[config.mk]
export PLATFORM = sky130hd
export DESIGN_NAME = noc_packetizer
export DESIGN_NICKNAME = d
export VERILOG_FILES = /design/src/rtl/noc_packetizer.sv
export SDC_FILE = /design/constraint.sdc
export NUM_CORES = 1
export LEC_CHECK = 0
export CORE_AREA = 2 2 168 170
export CTS_BUF_LIST = sky130_fd_sc_hd__clkbuf_16
export CTS_CLUSTER_DIAMETER = 50
export DETAILED_ROUTE_END_ITERATION = 10
export DIE_AREA = 0 0 170 172
export MAX_ROUTING_LAYER = met4
export PLACE_DENSITY = 0.67
export SYNTH_ARGS = -nofsm -noshare
export SYNTH_HDL_FRONTEND = slang
export SYNTH_SLANG_ARGS = --single-unit
[constraint.sdc]
create_clock -name clk -period 6.13 [get_ports clk]
set_clock_uncertainty 0.15 [all_clocks]
set_input_delay 1.226 -clock clk [delete_from_list [all_inputs] [get_ports clk]]
set_output_delay 1.226 -clock clk [all_outputs]
set_load 0.02 [all_outputs]
[src/rtl/noc_packetizer.sv]
// Network-interface packetizer: turns a packet request plus a body-word stream into
// labelled, VC-tagged flits, with per-VC credit flow control and round-robin VC choice.
module noc_packetizer #(
   parameter int  MESH_SIZE_X       = 5,
   parameter int  MESH_SIZE_Y       = 5,
   parameter int  LOCAL_NUM         = 5,
   parameter int  VC_NUM            = 4,
   parameter int  HEAD_PAYLOAD_SIZE = 128,
   parameter int  BUFFER_DEPTH      = 8,
   parameter int  LEN_W             = 4,
   localparam int X_W    = $clog2(MESH_SIZE_X),
   localparam int Y_W    = $clog2(MESH_SIZE_Y),
   localparam int L_W    = $clog2(LOCAL_NUM),
   localparam int VC_W   = $clog2(VC_NUM),
   localparam int CR_W   = $clog2(BUFFER_DEPTH + 1),
   localparam int DATA_W = X_W + Y_W + L_W + HEAD_PAYLOAD_SIZE,
   localparam int FLIT_W = 2 + VC_W + DATA_W
) (
   input  logic                         clk,
   input  logic                         rst,
   input  logic                         pkt_valid_i,
   output logic                         pkt_ready_o,
   input  logic [X_W-1:0]               pkt_x_i,
   input  logic [Y_W-1:0]               pkt_y_i,
   input  logic [L_W-1:0]               pkt_l_i,
   input  logic [HEAD_PAYLOAD_SIZE-1:0] pkt_head_pl_i,
   input  logic [LEN_W-1:0]             pkt_len_i,
   input  logic                         bt_valid_i,
   output logic                         bt_ready_o,
   input  logic [DATA_W-1:0]            bt_data_i,
   output logic                         flit_valid_o,
   output logic [FLIT_W-1:0]            flit_o,
   input  logic                         credit_valid_i,
   input  logic [VC_W-1:0]              credit_vc_i,
   output logic                         err_o
);

   localparam logic [1:0] LBL_HEAD     = 2'd0;
   localparam logic [1:0] LBL_BODY     = 2'd1;
   localparam logic [1:0] LBL_TAIL     = 2'd2;
   localparam logic [1:0] LBL_HEADTAIL = 2'd3;

   typedef enum logic {S_IDLE, S_BODY} state_t;

   state_t              r_state;
   logic [CR_W-1:0]     r_cnt [VC_NUM];
   logic [VC_W-1:0]     r_rr_ptr;
   logic [VC_W-1:0]     r_cur_vc;
   logic [LEN_W-1:0]    r_remaining;
   logic                r_flit_valid;
   logic [FLIT_W-1:0]   r_flit;
   logic                r_err;

   logic                w_any_credit;
   logic [VC_W-1:0]     w_alloc_vc;
   logic [VC_W-1:0]     w_cand;
   logic                w_pkt_acc;
   logic                w_bt_acc;
   logic                w_send;
   logic [VC_W-1:0]     w_send_vc;
   logic [VC_NUM-1:0]   w_ret;
   logic [VC_NUM-1:0]   w_take;
   logic [1:0]          w_head_lbl;
   logic [1:0]          w_body_lbl;

   function automatic logic [VC_W-1:0] vc_wrap(input logic [VC_W-1:0] base, input int offs);
      int sum;
      sum = int'(base) + offs;
      return VC_W'(sum % VC_NUM);
   endfunction

   always_comb begin
      w_any_credit = 1'b0;
      for (int v = 0; v < VC_NUM; v++) begin
         if (r_cnt[v] != '0) w_any_credit = 1'b1;
      end
   end

   // Scan farthest-first so the nearest VC after rr_ptr holding credit wins.
   always_comb begin
      w_alloc_vc = r_rr_ptr;
      w_cand     = '0;
      for (int k = VC_NUM; k >= 1; k--) begin
         w_cand = vc_wrap(r_rr_ptr, k);
         if (r_cnt[w_cand] != '0) w_alloc_vc = w_cand;
      end
   end

   assign pkt_ready_o = (r_state == S_IDLE) && w_any_credit;
   assign bt_ready_o  = (r_state == S_BODY) && (r_cnt[r_cur_vc] != '0);
   assign w_pkt_acc   = pkt_valid_i && pkt_ready_o;
   assign w_bt_acc    = bt_valid_i && bt_ready_o;
   assign w_send      = w_pkt_acc || w_bt_acc;
   assign w_send_vc   = w_pkt_acc ? w_alloc_vc : r_cur_vc;
   assign w_head_lbl  = (pkt_len_i == '0) ? LBL_HEADTAIL : LBL_HEAD;
   assign w_body_lbl  = (r_remaining == LEN_W'(1)) ? LBL_TAIL : LBL_BODY;

   always_comb begin
      for (int v = 0; v < VC_NUM; v++) begin
         w_ret[v]  = credit_valid_i && (credit_vc_i == VC_W'(v));
         w_take[v] = w_send && (w_send_vc == VC_W'(v));
      end
   end

   // A return into a full counter is held rather than wrapped, and flagged.
   always_ff @(posedge clk or posedge rst) begin
      if (rst) begin
         for (int v = 0; v < VC_NUM; v++) r_cnt[v] <= CR_W'(BUFFER_DEPTH);
         r_err <= 1'b0;
      end else begin
         for (int v = 0; v < VC_NUM; v++) begin
            if (w_ret[v] && !w_take[v]) begin
               if (r_cnt[v] == CR_W'(BUFFER_DEPTH)) r_err <= 1'b1;
               else                                 r_cnt[v] <= r_cnt[v] + CR_W'(1);
            end else if (w_take[v] && !w_ret[v]) begin
               r_cnt[v] <= r_cnt[v] - CR_W'(1);
            end
         end
      end
   end

   always_ff @(posedge clk or posedge rst) begin
      if (rst) begin
         r_state      <= S_IDLE;
         r_rr_ptr     <= VC_W'(VC_NUM - 1);
         r_cur_vc     <= '0;
         r_remaining  <= '0;
         r_flit_valid <= 1'b0;
         r_flit       <= '0;
      end else begin
         r_flit_valid <= w_send;
         case (r_state)
            S_IDLE: begin
               if (w_pkt_acc) begin
                  r_flit      <= {w_head_lbl, w_alloc_vc, pkt_x_i, pkt_y_i, pkt_l_i, pkt_head_pl_i};
                  r_rr_ptr    <= w_alloc_vc;
                  r_cur_vc    <= w_alloc_vc;
                  r_remaining <= pkt_len_i;
                  if (pkt_len_i != '0) r_state <= S_BODY;
               end
            end
            S_BODY: begin
               if (w_bt_acc) begin
                  r_flit      <= {w_body_lbl, r_cur_vc, bt_data_i};
                  r_remaining <= r_remaining - LEN_W'(1);
                  if (r_remaining == LEN_W'(1)) r_state <= S_IDLE;
               end
            end
         endcase
      end
   end

   assign flit_valid_o = r_flit_valid;
   assign flit_o       = r_flit;
   assign err_o        = r_err;

endmodule

==> results of run 1 <==
==> worst paths after layout <==
| path | startpoint | to | slack [ns] |
|---|---|---|---|
| min in group asynchronous | rst | flit_o[61] | 1.20 |
| min | flit_o[134] | flit_o[134] | 0.33 |
| max | pkt_valid_i | r_cnt[15] | 1.91 |
| max in group asynchronous | rst | r_cnt[3] | 3.51 |
| max reg2reg | r_cnt[5] | r_cnt[15] | 2.29 |
| min reg2reg | flit_o[134] | flit_o[134] | 0.33 |
==> registers in the layout, indices dropped and copies added (netlist names) <==
name / cells
r_rr_ptr: 2
r_remaining: 4
r_cnt: 16
r_cur_vc: 2
r_state: 1
flit_o: 141
err_o: 1
flit_valid_o: 1
==> final cells by class <==
class	instances	area, µm²
well taps	346	433
flip-flops and latches	168	4220
repair buffers	435	4380
fillers	2593	13900
clock inverters	14	166
inverters	9	41.3
clock buffers	17	425
multi-input cells	578	3930
diodes	1	2.50
==> cells in the final DEF, fill, tap and decap left out, types with 6 or more instances in the layout <==
master / n
ha_1: 10
dfrtp_1: 161
mux2i_1: 146
o21ai_0: 145
nand2_1: 153
inv_1: 8
mux2_2: 10
a21oi_1: 13
nor3_1: 8
dfstp_2: 6
nor2_1: 8
clkdlybuf4s50_1: 429
clkbuf_16: 17
==> metal layers <==
metal / up-vias / global-route usage
met1: 3351 / 0.212
met4: 0 / 0.0465
met3: 24 / 0.0433
li1: 3633 / -
met5: - / -
met2: 244 / 0.309
==> worst max-delay path, delay by kind of cell <==
family	cells	cell delay [ns]
and+or+nand+nor	4	1.01
adders and majority gates	1	0.34
buffers and inverters	1	0.47
AOI/OAI and AO/OA	7	1.39
==> power groups by stage <==
stage	Combinational [µW]	Clock [µW]	Sequential (µW)
2_1_floorplan	1610	0	2620
3_3_place_gp	3670	0	2090
3_5_place_dp	3730	0	2120
4_1_cts	3740	1140	2100
5_1_grt	4000	1180	2190
6_report	3680	1100	2090
==> cell families after synthesis <==
family	Yosys count	synth area share
adders and majority gates	14	0.0245
AOI/OAI and AO/OA	191	0.132
DFF	168	0.502
and+or+nand+nor	208	0.113
muxes	157	0.189
buffers and inverters	58	0.0301
xor gates and xnor gates	8	0.00835
==> stage by stage <==
stage	power, µW	instance area (µm²)	setup slack [ns]	hold WS, ns	utilization
global route	7370	13600	1.79	0.347	0.495
global placement	5770	13000	1.54	0.310	0.473
floorplan	4230	8390	0.217	0.336	-
detailed placement	5850	13000	1.52	0.319	0.473
CTS	6980	13600	1.96	0.334	0.495
finish	6870	13600	1.91	0.327	0.495
==> impl_results.md, run 1 <==
* Minimum clock period at 4.22 ns
* Row count at 61
* Max_slew headroom at 0.240
* Status: finished clean
* Top sig layer: met4
* Syn nets at 1103
* Hold buffer count at cts at 0
* Post-synth top cells: dfrtp_1, nand2_1, mux2i_1
* Slew Limit Fails at 0
* Worst Path Required at 6.35 ns
* Crit Path Class: primary input to flip-flop
* Slew of the pin with the lowest slew margin at 1.14 ns
* Top_reg_cell synth: dfrtp_1
* Worst-path clk slew at 0.08 ns
* Startpoint Class: primary input
* Starting density of the core at 0.305
* Post-synth EDFFs at 0
* Inst Count DP at 1536
* Port Buf Inserts at 429
* Fmax at 237 MHz
* Met3 wire len at 1750 µm
* Congestion Overflow GR at 0
* TritonCTS clock tree: done
* DRC violations left at 0
* Most numerous cell in the Yosys netlist: dfrtp_1
* # clock sinks at 168
* Yosys cell types at 60
* Crit path arrival time at 4.44 ns
* Gr usage total at 0.180
* Die footprint at 0.0292 mm²
* Vias per cell at 4.63
* Hold Crit Depth at 2
* Synthesized cell area at 0.00839 mm²
* CTS max path bufs at 2
* Crit share post-route at 0.688
* Ranking of synthesized cells by area: dfrtp_1, mux2i_1, o21ai_0, nand2_1, dfstp_2
* Final setup fails at 0
* Setup TNS at 0 ns
* Layout cells sized above 1 at 0.0647
* Pwr dens at 506 mW/mm²
* LEAKAGE at 0.00616 µW
* Num CTS Buffers at 17
* Core Area at 0.0275 mm²
* Metal2 WL at 13200 µm
* Sw frac at 0.413
* Warnings from Yosys at 0
* Crit-path slowest cell: clkdlybuf4s50_1
* Total number of vias at 7252
* Initial antenna violation count at 1
* Clock latency on the worst-skew pair at 0.42 ns
* Worst-case reg-to-reg path depth at 12
* Cell count after synthesis at 804
* Number of cells upsized or downsized after cts at 0
* Worst-path fanout max at 6
* Detailed Route WL at 26300 µm
* CP most frequent cell: a21o_2
* Internal power at 4040 µW
* Sequential-to-total area share from yosys stat at 0.502
* Critical path, cell by cell: clkdlybuf4s50_1, or2b_2, a41oi_2, o211a_2, a21oi_4, nand2b_2, nand2_1, ha_1, a21o_2, a21o_2, or4_4, a21oi_1, a31o_1
* Max VDD drop at 305 µV
* I/O Pins at 430
* Unrepaired setup endpoints after global routing: no
* DRT iter0 DRCs at 387
* Synth area leader: dfrtp_1
* Global-route wire length before repair at 39400 µm
* Sw power at 2840 µW
* Synthesis-stage register bit count at 168
* DP HPWL at 20400 µm
* Post-DR wirelength/cell at 16.8 µm
* Max-cap violations at 0
* Crit path capture type: flip-flop
* Total setup buffers inserted after CTS at 0
* Post-synth ARST share at 1.00
* Routability Congestion at 0.803
* Logic pwr share at 0.536
* Hold Violations, Final at 0
* Die H at 172 µm
* Fin cells at 1568
* CTS H-tree lvls at 4
* Largest net degree at the start of global routing at 126
* DRT Pass-1 Iters at 4
* Post-DRT Antenna Nets at 0
* Sequential Power Share at 0.304
* Die W at 170 µm
* Layout area overhead at 62.0%
* Wl on met1 at 10900 µm
* Avg Inst Size Synth at 10.4 µm²
* Crit path largest cell delay at 0.47 ns
* Number of global-route vias before repair at 7193
* CTS root buf: clkbuf_16
* Post-synth top area share at 0.483
* Clock share of power at 0.160
* Nets at 1508
* Worst Hold Class: flip-flop to flip-flop
Power figures use the tool's default switching activity.
==> run 2, diff against run 1 <==
clock period = 3.45 ns   (was 6.13 ns; I/O delays follow)
==> run 2 against run 1 <==
Setup slack worse by 1.8 ns. Via count is 1.6% higher. Sequential share of layout area down 0.71 points. Hold slack hardly changed. Largest power group unchanged. Wire length is essentially flat. Total power is 80% higher. Non-clock buffer count grew 38. Sequential power is 75% higher. Core utilization is 1.2 points higher. First-iteration DRC count increased by 2.3%. Count of clock-buffer cells in the layout did not move.
==> impl_results.md, run 2 (synthesis gave the netlist of run 1 again) <==
* DRT Pass-1 Iters at 4
* DP HPWL at 20500 µm
* Max_slew headroom at 0.394
* Hold Violations, Final at 0
* Crit Path Class: flip-flop to flip-flop
* Pwr dens at 889 mW/mm²
* Hold Crit Depth at 2
* Gr usage total at 0.177
* Congestion Overflow GR at 0
* Num CTS Buffers at 17
* Worst-path fanout max at 3
* Total number of vias at 7366
* Worst Hold Class: flip-flop to flip-flop
* Most frequent cells in the layout: clkdlybuf4s50_1, dfrtp_1, nand2_1
* Die H at 172 µm
* Post-DR wirelength/cell at 16.3 µm
* R2R setup slack at 0.12 ns
* Slew Limit Fails at 0
* Nets at 1546
* Max VDD drop at 542 µV
* Minimum clock period at 3.33 ns
* Clock share of power at 0.152
* Largest register FFs at 141
* Layout area overhead at 65.9%
* Fin area at 0.0139 mm²
* Starting density of the core at 0.305
* Row count at 61
* Crit path arrival time at 3.55 ns
* Placement Cell Area at 0.0133 mm²
* Reg-to-Reg End: r_cnt[15]
* CTS max path bufs at 2
* Worst-case reg-to-reg path depth at 12
* Worst Path Required at 3.66 ns
* Vias per cell at 4.59
* Clock latency on the worst-skew pair at 0.43 ns
* Internal power at 7270 µW
* Post-DRT Antenna Nets at 0
* DRT iter0 DRCs at 396
* Startpoint Class: flip-flop
* Slew of the pin with the lowest slew margin at 0.908 ns
* TritonCTS clock tree: done
* DRC violations left at 0
* Worst-path clk slew at 0.08 ns
* Largest net degree at the start of global routing at 165
* Sw frac at 0.412
* Core Area at 0.0275 mm²
* Commonest non-fill, non-tap cell in the layout: clkdlybuf4s50_1
* Final setup fails at 0
* Die W at 170 µm
* Final worst slack at 0.119 ns
* Hold buffer count at cts at 0
* Fmax at 300 MHz
* Die footprint at 0.0292 mm²
* Crit share post-route at 0.966
* Routability Congestion at 0.842
* Global-route wire length before repair at 39000 µm
* LEAKAGE at 0.00634 µW
* Place WS at -0.235 ns
* Worst Setup SP: r_cnt[8]
* Endpoint, Worst Hold: flit_o[35]
* Sequential Power Share at 0.296
* Sw power at 5100 µW
* Worst hold start: flit_o[35]
* Crit path capture type: flip-flop
* Initial antenna violation count at 1
* Fill count at 2594
* Max-cap violations at 0
* Logic pwr share at 0.552
* Status: finished clean
* CTS H-tree lvls at 4
* Number of global-route vias before repair at 7225
* Detailed Route WL at 26200 µm
* Layout cells sized above 1 at 0.0969
* Port Buf Inserts at 429
* CTS root buf: clkbuf_16
* # clock sinks at 168
* I/O Pins at 430
* R2R Path Start: r_cnt[8]
[run 2: power by group through the flow]
stage	combinational, µW	clock (µW)	sequential (µW)
floorplan	2870	0	4650
global placement	6780	0	3650
detailed placement	6870	0	3700
CTS	6890	1940	3660
global route	7430	2030	3800
finish	6830	1880	3660
[run 2: through the flow]
step,TNS (ns),utilization,hold slack (ns),instances,power (µW)
finish,0,0.506,0.327,1606,12400
CTS,0,0.505,0.335,1603,12500
global placement,-0.715,0.484,0.309,1572,10400
floorplan,0,-,0.336,804,7520
global route,-0.00820,0.506,0.353,1606,13300
detailed placement,-0.965,0.484,0.319,1572,10600
[run 2: repair_timing]
item                                    CTS  global route
setup buffers                             0             2
gates resized for setup                   0             7
endpoints found under the setup margin    0             3
[run 2: worst max path at each step]
stage | endpoint | cells after the start
2_1_floorplan | r_cnt[15] | 12
3_3_place_gp | r_cnt[15] | 13
3_5_place_dp | r_cnt[15] | 13
4_1_cts | r_cnt[7] | 13
5_1_grt | r_cnt[7] | 14
6_report | r_cnt[15] | 12
[run 2: layout make-up]
| cell class | instances | area, µm² | area share |
|---|---|---|---|
| Timing Repair Buffer | 473 | 4700 | 0.338 |
| Multi-Input combinational cell | 578 | 3960 | 0.285 |
| Sequential cell | 168 | 4220 | 0.303 |
| Clock buffer | 17 | 425 | 0.0306 |
| Antenna cell | 1 | 2.50 | 0.000180 |
| Inverter | 9 | 40.0 | 0.00288 |
| Tap cell | 346 | 433 | 0.0311 |
| Clock inverter | 14 | 139 | 0.00998 |
[run 2: routing by layer]
layer | up-vias | wire length, µm | track usage
met3 | 24 | 1710 | 0.0423
met1 | 3399 | 10700 | 0.207
li1 | 3701 | - | -
met4 | 0 | 442 | 0.0450
met5 | - | 0 | -
met2 | 242 | 13300 | 0.307
[run 2: critical path: stages, from the launching register on]
cell,delay [ns]
dfrtp_1,0.41
or4_4,0.56
and3_4,0.21
a211oi_4,0.27
a32oi_2,0.10
nand2b_4,0.16
nand2_1,0.08
ha_1,0.23
a21o_2,0.21
a21o_2,0.22
or4_4,0.42
a21oi_1,0.15
a31o_1,0.11
==> run 3, diff against run 2 <==
CTS_CLUSTER_SIZE = 14   (was unset)
==> results of run 3 <==
Same layout as run 2: the final DEF is identical, and so are final timing and power.
